[src/rtl/risc_v_mike_pkg.sv]
// Shared definitions for the mike MMIO GPIO block: register offsets, window base, decode helper.
package risc_v_mike_pkg;

  localparam logic [31:0] MMIO_GPIO_BASE     = 32'hFFFF_0000;
  localparam int unsigned MMIO_GPIO_NUM_REGS = 8;

  typedef enum logic [4:0] {
    RegOut0     = 5'h00,
    RegOut1     = 5'h04,
    RegIn0      = 5'h08,
    RegIn1      = 5'h0C,
    RegEdgeStat = 5'h10,
    RegEdgeMask = 5'h14,
    RegOut0Set  = 5'h18,
    RegOut0Clr  = 5'h1C
  } t_mmio_gpio_reg;

  // Every word-aligned offset inside the 32-byte window is mapped.
  function automatic logic mmio_addr_hit(input logic [31:0] addr, input logic [26:0] base_hi);
    return (addr[31:5] == base_hi) && (addr[1:0] == 2'b00);
  endfunction

endpackage

[src/rtl/risc_v_mike_sync_edge.sv]
// Multi-flop input synchronizer with a one-cycle rising-edge pulse per bit.
module risc_v_mike_sync_edge #(
  parameter int unsigned SYNC_STAGES = 2,
  parameter int unsigned WIDTH       = 32
) (
  input  logic             clk_i,
  input  logic             rst_i,
  input  logic [WIDTH-1:0] data_i,
  output logic [WIDTH-1:0] sync_o,
  output logic [WIDTH-1:0] rise_o
);

  if (SYNC_STAGES < 2 || SYNC_STAGES > 3) begin : g_bad_stages
    $error("SYNC_STAGES must be 2 or 3");
  end

  logic [WIDTH-1:0] stage_q [SYNC_STAGES];
  logic [WIDTH-1:0] sync_prev_q;

  always_ff @(posedge clk_i) begin
    if (rst_i) begin
      for (int i = 0; i < SYNC_STAGES; i++) stage_q[i] <= '0;
      sync_prev_q <= '0;
    end else begin
      stage_q[0] <= data_i;
      for (int i = 1; i < SYNC_STAGES; i++) stage_q[i] <= stage_q[i-1];
      sync_prev_q <= stage_q[SYNC_STAGES-1];
    end
  end

  assign sync_o = stage_q[SYNC_STAGES-1];
  assign rise_o = sync_o & ~sync_prev_q;

endmodule

[src/rtl/risc_v_mike_mmio_gpio.sv]
// MMIO GPIO responder: two output words, two synchronized input words, rising-edge capture and IRQ.
module risc_v_mike_mmio_gpio
  import risc_v_mike_pkg::*;
#(
  parameter logic [31:0] MMIO_BASE   = MMIO_GPIO_BASE,
  parameter int unsigned SYNC_STAGES = 2
) (
  input  logic        clk,
  input  logic        rst,
  input  logic        mmio_wr_val,
  input  logic [31:0] mmio_wr_addr,
  input  logic [31:0] mmio_wr_data,
  input  logic        mmio_rd_val,
  input  logic [31:0] mmio_rd_addr,
  output logic [31:0] mmio_rd_data,
  output logic        mmio_rd_data_val,
  output logic        mmio_addr_error,
  input  logic [31:0] gpio_in0,
  input  logic [31:0] gpio_in1,
  output logic [31:0] gpio_out0,
  output logic [31:0] gpio_out1,
  output logic        gpio_irq
);

  logic [31:0] out0_q, out0_d, out1_q, out1_d;
  logic [31:0] stat_q, stat_d, mask_q, mask_d;
  logic [31:0] rd_data_q, rd_word;
  logic        rd_data_val_q, addr_error_q, irq_q;
  logic [31:0] in0_sync, in0_rise, in1_sync, in1_rise_unused;
  logic        wr_hit, rd_hit, wr_en;
  logic [31:0] w1c;

  t_mmio_gpio_reg wr_reg, rd_reg;

  risc_v_mike_sync_edge #(.SYNC_STAGES(SYNC_STAGES), .WIDTH(32)) u_sync_in0 (
    .clk_i  (clk),
    .rst_i  (rst),
    .data_i (gpio_in0),
    .sync_o (in0_sync),
    .rise_o (in0_rise)
  );

  risc_v_mike_sync_edge #(.SYNC_STAGES(SYNC_STAGES), .WIDTH(32)) u_sync_in1 (
    .clk_i  (clk),
    .rst_i  (rst),
    .data_i (gpio_in1),
    .sync_o (in1_sync),
    .rise_o (in1_rise_unused)
  );

  assign wr_hit = mmio_addr_hit(mmio_wr_addr, MMIO_BASE[31:5]);
  assign rd_hit = mmio_addr_hit(mmio_rd_addr, MMIO_BASE[31:5]);
  assign wr_en  = mmio_wr_val && wr_hit;
  assign wr_reg = t_mmio_gpio_reg'(mmio_wr_addr[4:0]);
  assign rd_reg = t_mmio_gpio_reg'(mmio_rd_addr[4:0]);

  always_comb begin
    out0_d = out0_q;
    out1_d = out1_q;
    mask_d = mask_q;
    w1c    = '0;
    if (wr_en) begin
      case (wr_reg)
        RegOut0:     out0_d = mmio_wr_data;
        RegOut1:     out1_d = mmio_wr_data;
        RegEdgeStat: w1c    = mmio_wr_data;
        RegEdgeMask: mask_d = mmio_wr_data;
        RegOut0Set:  out0_d = out0_q | mmio_wr_data;
        RegOut0Clr:  out0_d = out0_q & ~mmio_wr_data;
        default:     ;
      endcase
    end
    // A fresh edge overrides a same-cycle clear of that bit.
    stat_d = (stat_q & ~w1c) | in0_rise;
  end

  // Read mux sees pre-write state, giving read-old on a rd/wr collision.
  always_comb begin
    rd_word = '0;
    if (rd_hit) begin
      case (rd_reg)
        RegOut0:     rd_word = out0_q;
        RegOut1:     rd_word = out1_q;
        RegIn0:      rd_word = in0_sync;
        RegIn1:      rd_word = in1_sync;
        RegEdgeStat: rd_word = stat_q;
        RegEdgeMask: rd_word = mask_q;
        default:     rd_word = '0;
      endcase
    end
  end

  always_ff @(posedge clk) begin
    if (rst) begin
      out0_q        <= '0;
      out1_q        <= '0;
      stat_q        <= '0;
      mask_q        <= '0;
      rd_data_q     <= '0;
      rd_data_val_q <= 1'b0;
      addr_error_q  <= 1'b0;
      irq_q         <= 1'b0;
    end else begin
      out0_q        <= out0_d;
      out1_q        <= out1_d;
      stat_q        <= stat_d;
      mask_q        <= mask_d;
      rd_data_val_q <= mmio_rd_val;
      if (mmio_rd_val) rd_data_q <= rd_word;
      addr_error_q  <= (mmio_wr_val && !wr_hit) || (mmio_rd_val && !rd_hit);
      irq_q         <= |(stat_d & mask_d);
    end
  end

  // Suppress a response whose cycle coincides with reset.
  assign mmio_rd_data_val = rd_data_val_q & ~rst;
  assign mmio_rd_data     = rd_data_q;
  assign mmio_addr_error  = addr_error_q;
  assign gpio_out0        = out0_q;
  assign gpio_out1        = out1_q;
  assign gpio_irq         = irq_q;

endmodule
[config.mk]
export PLATFORM = sky130hd
export DESIGN_NAME = risc_v_mike_mmio_gpio
export DESIGN_NICKNAME = d
export VERILOG_FILES = /design/src/rtl/risc_v_mike_pkg.sv /design/src/rtl/risc_v_mike_sync_edge.sv /design/src/rtl/risc_v_mike_mmio_gpio.sv
export SDC_FILE = /design/constraint.sdc
export NUM_CORES = 1
export LEC_CHECK = 0
export BUFFER_PORTS_ARGS = -buffer_cell sky130_fd_sc_hd__buf_2
export CORE_AREA = 3 3 225 227
export DETAILED_ROUTE_END_ITERATION = 8
export DIE_AREA = 0 0 228 230
export PLACE_DENSITY = 0.52
export SETUP_SLACK_MARGIN = 0.02
export SLEW_MARGIN = 5
export SYNTH_ARGS = -nofsm -noshare
export SYNTH_HDL_FRONTEND = slang
export SYNTH_SLANG_ARGS = --single-unit
[constraint.sdc]
create_clock -name clk -period 4.7 [get_ports clk]
set_input_delay 0.47 -clock clk [delete_from_list [all_inputs] [get_ports clk]]
set_output_delay 0.47 -clock clk [all_outputs]
set_load 0.05 [all_outputs]
# Word-level counts from Yosys, hierarchy flattened

Memories as Yosys holds them, arrays and structs flattened.
Cells that the tools add are included.

Bits of input ports: 164
Bits in read-only memories: 0
Bits in writable memories: 128
Memories kept: 2
Latch bits: 0
Register bits after elaboration: 195
Word-level logic and storage cells: 68
Output and inout bits: 99

Memory list:

| name               | words | bits a word | rd ports | clocked after Yosys merged registers in | wr ports | line                        | RTL |
|---|---|---|---|---|---|---|---|
| u_sync_in0.stage_q | 2     | 32          | 2        | 0                                       | 2        | risc_v_mike_sync_edge.sv:17 | `logic [WIDTH-1:0] stage_q [SYNC_STAGES];` |
| u_sync_in1.stage_q | 2     | 32          | 2        | 0                                       | 2        | risc_v_mike_sync_edge.sv:17 |  |

Multiply operators: 0
Multiplexer cells: 14
Divide/modulo/power cells: 0
Bitwise gates (word level): 15
Shift-type cells: 0
Eq/ne operators: 12
Reductions and logical operators: 16
Magnitude comparators: 0
Add/subtract/negate cells: 0

Operator list:

| cell                                                 | number |
|---|---|
| two-way mux 32 bit                                   | 9 |
| case mux 32 bit (6 select lines)                     | 1 |
| AND 32 bit                                           | 4 |
| inverter 32 bit                                      | 3 |
| case mux 32 bit (3 select lines)                     | 1 |
| bitwise OR 32 bit                                    | 2 |
| equality test 27 bit (second input constant)         | 2 |
| OR reduction 32 bit                                  | 1 |
| equality test 5 bit (second input constant)          | 6 |
| equality test 5 x 3 -> 1 bit (second input constant) | 2 |
| equality test 5 x 4 -> 1 bit (second input constant) | 2 |
| logical NOT 5 bit                                    | 2 |
| logical AND 1 bit                                    | 5 |
| logical NOT 2 bit                                    | 2 |
| bitwise OR 1 bit                                     | 4 |
| AND reduction 2 bit                                  | 2 |
| two-way mux 1 bit                                    | 3 |
| nonzero test 3 bit                                   | 1 |
| logical NOT 1 bit                                    | 2 |
| AND 1 bit                                            | 1 |
| logical OR 1 bit                                     | 1 |
| inverter 1 bit                                       | 1 |

# Longest topological paths before layout

Gate-level depths: netlist (run 1).

Depth after elaboration: 9
Depth in mapped cells: 10
Gate-level depth less buffers: 7

# By module

Synthesis (run 1) repeated with hierarchy kept, for this count alone.

Cells, all modules: 1417
Area total of the unflattened synthesis: 13401.6 um^2

Modules (own cells, without submodules):

| module                | seq. area each (um^2) | instances | area each (um^2) | cells an instance |
|---|---|---|---|---|
| risc_v_mike_mmio_gpio | 3263.1                | 1         | 7320.8           | 885 |
| risc_v_mike_sync_edge | 1921.8                | 2         | 3040.4           | 266 |

# Least setup slack after synthesis (run 1)

OpenSTA, ideal clock, no wires.

Path type: input to register
Start: input port mmio_wr_addr[5]
End: register irq_q (netlist: gpio_irq)
Arrival time: 2590 ps
Required time: 4560 ps
Stages on the path: 9
Buffers on the path: 2
Slack: 1970 ps
Setup time: 140 ps
Cell sequence: nand4bb_1 > or4_1 > buf_2 > nor3_2 > buf_6 > mux2_2 > a22o_1 > nor4_1 > a41oi_1

Longest elaborated chain between the ends: 9
Elaborated cells on any way between the ends: 10
Classes of those cells: 1 x eq/ne; 2 x mux; 4 x bitwise; 3 x reduce/logical

RTL lines:

| item                     | line                         | RTL |
|---|---|---|
| from (decl)              | risc_v_mike_mmio_gpio.sv:11  | `input logic [31:0] mmio_wr_addr,` |
| equality test 27 bit (*) | risc_v_mike_pkg.sv:20        | `return (addr[31:5] == base_hi) && (addr[1:0] == 2'b00);` |
| logical AND 1 bit (*)    | risc_v_mike_pkg.sv:20        |  |
| logical AND 1 bit (*)    | risc_v_mike_mmio_gpio.sv:53  | `assign wr_en = mmio_wr_val && wr_hit;` |
| two-way mux 32 bit       | risc_v_mike_mmio_gpio.sv:62  | `if (wr_en) begin` |
| inverter 32 bit          | risc_v_mike_mmio_gpio.sv:74  | `stat_d = (stat_q & ~w1c) \| in0_rise;` |
| AND 32 bit               | risc_v_mike_mmio_gpio.sv:74  |  |
| bitwise OR 32 bit        | risc_v_mike_mmio_gpio.sv:74  |  |
| AND 32 bit (*)           | risc_v_mike_mmio_gpio.sv:111 | `irq_q <= \|(stat_d & mask_d);` |
| OR reduction 32 bit (*)  | risc_v_mike_mmio_gpio.sv:111 |  |
| to (signal assigned)     | risc_v_mike_mmio_gpio.sv:111 |  |
| to (decl)                | risc_v_mike_mmio_gpio.sv:28  | `logic rd_data_val_q, addr_error_q, irq_q;` |

Every way passes the cells marked *; elsewhere a longest branch is shown, timed or not.
A chain may end at the register's enable or synchronous reset.

# Worst setup path in the final report (run 1)

Start: input port mmio_wr_addr[8]
End: register irq_q (netlist: gpio_irq)

The elaborated chain is that of the path after synthesis.

==> results of run 1 <==
## placed cells by master (no fill, tap or decap), drive strengths merged, types with 2 or more instances in the layout
cell type | netlist | layout
dfxtp | 323 | 323
buf | 17 | 288
nor2b | 188 | 188
nor2 | 117 | 117
nand2 | 99 | 99
a21oi | 90 | 90
a222oi | 64 | 64
clkbuf | 82 | 58
nand2b | 42 | 42
o21ai | 40 | 40
nand3 | 36 | 36
a22oi | 32 | 32
inv | 26 | 28
nand4 | 19 | 19
o22ai | 17 | 17
mux2i | 16 | 16
and4 | 15 | 15
a41oi | 15 | 15
o31a | 14 | 14
nor4 | 7 | 7
nor3 | 5 | 5
clkinv | 0 | 4
or4 | 3 | 3
a22o | 3 | 3
nor3b | 3 | 3
and3 | 2 | 2
and3b | 2 | 2
o2111ai | 2 | 2
mux2 | 2 | 2
nor4b | 2 | 2
nand4bb | 2 | 2
## final cells by class
class | instances | area [um2] | share of cell area (%)
clock inverters | 8 | 75.1 | 0.487
flip-flops and latches | 323 | 6470 | 42.0
repair buffers | 288 | 1540 | 10.0
diodes | 1 | 2.50 | 0.0162
inverters | 26 | 97.6 | 0.633
multi-input cells | 843 | 5170 | 33.6
clock buffers | 58 | 1220 | 7.92
well taps | 664 | 831 | 5.39
## routing by layer
metal,vias up,GRT usage (%),wire (um)
li1,5023,-,-
met1,5102,21.6,19600
met2,453,26.7,20600
met3,93,5.53,4490
met4,12,5.03,1070
met5,-,0,62
## registers in the layout, summed over array words and instances, names as in the netlist
name	flops
u_sync_in0.sync_prev_q	32
mmio_rd_data	32
stat_q	32
u_sync_in1.stage_q	64
u_sync_in0.stage_q	64
gpio_irq	1
gpio_out1	32
rd_data_val_q	1
mmio_addr_error	1
mask_q	32
gpio_out0	32
## per-stage QoR
stage | power (W) | cell area [um2] | worst slack, ps | util (%)
floorplan | 0.00303 | 12100 | 1970 | -
global placement | 0.00320 | 14100 | 1210 | 28.9
detailed placement | 0.00320 | 14100 | 1150 | 28.9
CTS | 0.00626 | 15400 | 1720 | 31.5
global route | 0.00639 | 15400 | 1570 | 31.5
finish | 0.00616 | 15400 | 1660 | 31.5
## logic make-up (layout without fill, tap and decap cells)
| group | count (synthesis) | count (layout) | share of synthesized area [%] |
|---|---|---|---|
| flops | 323 | 323 | 53.4 |
| mux | 18 | 18 | 1.51 |
| buf+inv | 125 | 380 | 4.36 |
| other cells | 0 | 1 | 0 |
| simple gates | 547 | 547 | 24.6 |
| compound gates | 278 | 278 | 16.1 |
## worst paths after layout
path / startpoint / endpoint
worst max-delay path: mmio_wr_addr[8] / gpio_irq
worst min-delay path: gpio_in0[8] / u_sync_in0.stage_q[0][8]
worst max register to register: u_sync_in0.stage_q[0][51] / gpio_irq
worst min register to register: u_sync_in1.stage_q[0][2] / u_sync_in1.stage_q[0][34]
## critical path, delay by kind of cell
family / cells / cell delay [ps]
multiplexers: 1 / 390
AO/OA/AOI/OAI: 2 / 370
AND/OR/NAND/NOR: 4 / 1490
buffers and inverters: 3 / 690
## power by group through the flow
stage          Combinational (W)  Sequential (W)  Clock [W]
6_report                0.000291         0.00285    0.00302
3_3_place_gp            0.000289         0.00291          0
2_1_floorplan           0.000142         0.00289          0
3_5_place_dp            0.000292         0.00291          0
4_1_cts                 0.000293         0.00285    0.00311
5_1_grt                 0.000319         0.00286    0.00321
==> flow_summary.ini, run 1 <==
[synthesis]
synth_top_area_share_pct = 53.4
yosysSeqAreaShare_pct = 53.4
synth_top_cells_by_area = dfxtp_1, nor2b_1, a222oi_1
synthFlopType = dfxtp_1
syn_area_um2 = 12100
async_reset_ff_share_pct = 0
synth_edf_count = 0
synth_fp_nets = 1455
synth_cells = 1291
yosys.cell_count.top_type = dfxtp_1
ys_warn_count = 0
ys_types = 48
syn_avg_cell_area_um2 = 9.37
synth-seq-cells = 323
synth_commonest_cells = dfxtp_1, nor2b_1, nor2_1
yosys.area.top_type = dfxtp_1

[setup_path]
r2r_cells = 5
startpoint_type = input port
reg2reg_slack_ps = 2960
arrival_ps = 3440
max_stage_delay_ps = 630
crit_path_end_kind = register
cp.required_ps = 5110
critPathKind = input port to register
path_max_fanout = 15
slowest_stage = or4_1
crit_chain = buf_2 > or4_1 > nand4bb_4 > buf_4 > nor3_4 > buf_4 > mux2_2 > a22o_1 > nor4_1 > a41oi_1
cpMostUsedCell = buf_4

[cts]
postCtsSetupBuffers = 0
cts.clk_slew.worst_paths_ps = 60
cts_tree = built
clockBufferDepth = 3
clk_latency_ps = 550
cts-hold-fix-buffers = 0
cts_max_level = 2
cts_root_buf = clkbuf_16
cts.sinks = 323
cts_made_buffers = 38
cts_resized = 0

[timing]
max_clock_freq_mhz = 329
finalHoldViolations = 0
rsz0062_at_grt = no
fin_tns_setup_ps = 0
relSlewSlack_pct = 19.4
skew_ps = 22.1
tightest_slew_ps = 1210
period_needed_ps = 3040
fin_crit_sh_pct = 64.6
setup_violations = 0
holdWs_ps = 134
final-max-slew-violation-count = 0

[power]
peakVddDrop_uv = 171
p_sw_w = 0.00139
internal-power_w = 0.00477
seqPwrFrac_pct = 46.3
power.leakage_nw = 6.16
power_frac_comb_pct = 4.7
switching_share_pct = 22.6
power_density_nw_per_um2 = 400
clkPwrFrac_pct = 49.0

[global_routing]
grt_pass1_wl_mm = 67.1
grt.overflow.total = 0
grt_pass1_vias = 10400
grt_max_degree = 154
antenna_found_initial = 7
grtUsageTotal_pct = 16.8

[place]
dp_cells = 2144
portBuffers = 262
dpl.hpwl_mm = 31.5
gp_congestion = 0.881

[detailed_routing]
via_count = 10700
drt-vias-per-instance = 4.83
drc = 3
postRouteAntennaNets = 0
drt-initial-drc-count = 1184
dr.pass1.iters = 9
wl_mm = 45.8
wire_per_inst_um = 20.7

[final_layout]
fin_nets = 1684
fillers = 5173
stdcell_count = 2211
drive_gt1_share_pct = 23.7
area_growth_pct = 27.3

[run_status]
outcome = complete, but fails checks
violations = DRC

[die]
start_util_pct = 24.8
coreArea_um2 = 48800
num_rows = 81
dieArea_um2 = 52400
io_pins = 263
fp.dieW_um = 228
die_h_um = 230

[worst_hold_path]
min_path_type = input port to register
hold_path_depth = 2

[job]
cap_viol_max_count = 0
Note: power is estimated with default switching activity, not from simulation.
==> run 2, diff against run 1 <==
- clock period: 4.7 -> 3.1 ns (I/O delays scaled with it)
==> flow_summary.ini, run 2 (same netlist as run 1, synthesis figures left out) <==
[final_layout]
seqCellArea_um2 = 6470
top_regs = u_sync_in0.stage_q (64), u_sync_in1.stage_q (64)
fillers = 5071
drive_gt1_share_pct = 23.3
layout_common_cells = dfxtp_1, buf_2, nor2b_1, nor2_1, nand2_1
fin_util_pct = 33.1
area_growth_pct = 33.6
fin_nets = 1749
mostFrequentLayoutCell = dfxtp_1
multi_input_area_um2 = 5170
design_area_um2 = 16200

[global_routing]
grt.overflow.total = 0
grt_pass1_vias = 10700
grt_pass1_wl_mm = 68.9
antenna_found_initial = 5
grtUsageTotal_pct = 17.1
grt_max_degree = 109

[timing]
setup_violations = 0
period_needed_ps = 2460
final-max-slew-violation-count = 0
fin_crit_sh_pct = 79.4
rsz0062_at_grt = no
finalHoldViolations = 0
skew_ps = 14.6
tightest_slew_ps = 744
max_clock_freq_mhz = 406
relSlewSlack_pct = 50.4
fin_tns_setup_ps = 0
holdWs_ps = 15.2

[cts]
cts_root_buf = clkbuf_16
cts_made_buffers = 38
cts.sinks = 323
clockBufferDepth = 3
cts.clk_slew.worst_paths_ps = 60
cts_max_level = 2
postCtsSetupBuffers = 0
clk_latency_ps = 550
cts_tree = built
cts_resized = 0

[place]
gp_congestion = 0.877
portBuffers = 262
dpl_cell_area_um2 = 14300
dpl.hpwl_mm = 31.9

[detailed_routing]
drt-initial-drc-count = 1019
dr.pass1.iters = 8
drc = 0
wire_per_inst_um = 20.3
postRouteAntennaNets = 0
drt-vias-per-instance = 4.75
wl_mm = 46.2
via_count = 10800

[setup_path]
crit_chain = buf_2 > or4_1 > and4bb_1 > buf_12 > a41oi_1 > o22ai_1 > o2111ai_1 > nor4_1 > buf_4 > a41oi_1
arrival_ps = 2870
critPathKind = input port to register
crit_path_end_kind = register
crit_buf_inv = 3
cp.required_ps = 3500
cp_top_family = simple AND/OR/NAND/NOR gates
slowest_stage = or4_1
startpoint_type = input port
r2r_cells = 6
path_max_fanout = 40
cpMostUsedCell = a41oi_1
max_stage_delay_ps = 640
path_depth = 10

[die]
start_util_pct = 24.8
io_pins = 263
die_h_um = 230
dieArea_um2 = 52400
coreArea_um2 = 48800
fp.dieW_um = 228
num_rows = 81

[job]
cap_viol_max_count = 0

[power]
power_density_nw_per_um2 = 593
peakVddDrop_uv = 362
power.leakage_nw = 6.49

[worst_hold_path]
min_path_type = input port to register
hold_path_depth = 2

[run_status]
outcome = complete, no violations
## run 2: cell count changes in the layout (fill, tap and decap cells not counted)
cell / delta
dlygate4sd3_1: +53
buf_12: +7
buf_4: +5
bufinv_16: +3
clkbuf_1: +3
clkbuf_8: -2
inv_6: -2
clkinvlp_4: -1
diode_2: +1
## run 2: layer usage
layer / global-route usage, % / wire length [um] / up-vias / part of all wire, %
li1: - / - / 5149 / -
met1: 22.9 / 21100 / 5169 / 46
met2: 27.2 / 20500 / 428 / 44
met3: 4.71 / 3700 / 67 / 8.0
met4: 4.24 / 948 / 6 / 2.1
met5: 0 / 34 / - / 0.074
## run 2: timing repair
item	CTS	global route
endpoints found under the hold margin	53	0
endpoints found under the setup margin	0	0
hold buffers	53	0
## run 2: per-stage QoR
stage	total power [W]	worst slack (ps)	instances
global route	0.00992	522	2276
floorplan	0.00460	530	1291
finish	0.00958	637	2278
global placement	0.00486	113	2156
CTS	0.00973	685	2276
detailed placement	0.00486	120	2156
## run 2: final cells by class
cell class	count	area share [%]
multi-input combinational	843	32.0
clock inverter	8	0.867
clock buffer	59	7.44
timing repair buffer	353	13.9
sequential	323	40.0
tap	664	5.14
inverter	26	0.604
antenna	2	0.0310
## run 2: path summary, 6_finish.rpt
check	slack, ps	end	from
worst max-delay path	640	gpio_irq	mmio_wr_addr[8]
worst min-delay path	20	u_sync_in0.stage_q[0][25]	gpio_in0[25]
worst max register to register	1390	gpio_irq	u_sync_in0.stage_q[0][62]
worst min register to register	440	u_sync_in0.stage_q[0][58]	u_sync_in0.stage_q[0][26]
## run 2: power breakdown
| group | leakage, nW | switching (W) | total (W) | internal (W) |
|---|---|---|---|---|
| clock | 0.665 | 0.00177 | 0.00476 | 0.00299 |
| sequential | 2.64 | 0.0000577 | 0.00432 | 0.00427 |
| combinational | 3.18 | 0.000272 | 0.000498 | 0.000226 |
## run 2: worst reg2reg max path: stages, from the launching register on
cell	delay (ps)
dfxtp_1	350
nor2b_1	200
o22ai_1	200
o2111ai_1	190
nor4_1	380
buf_4	180
a41oi_1	80
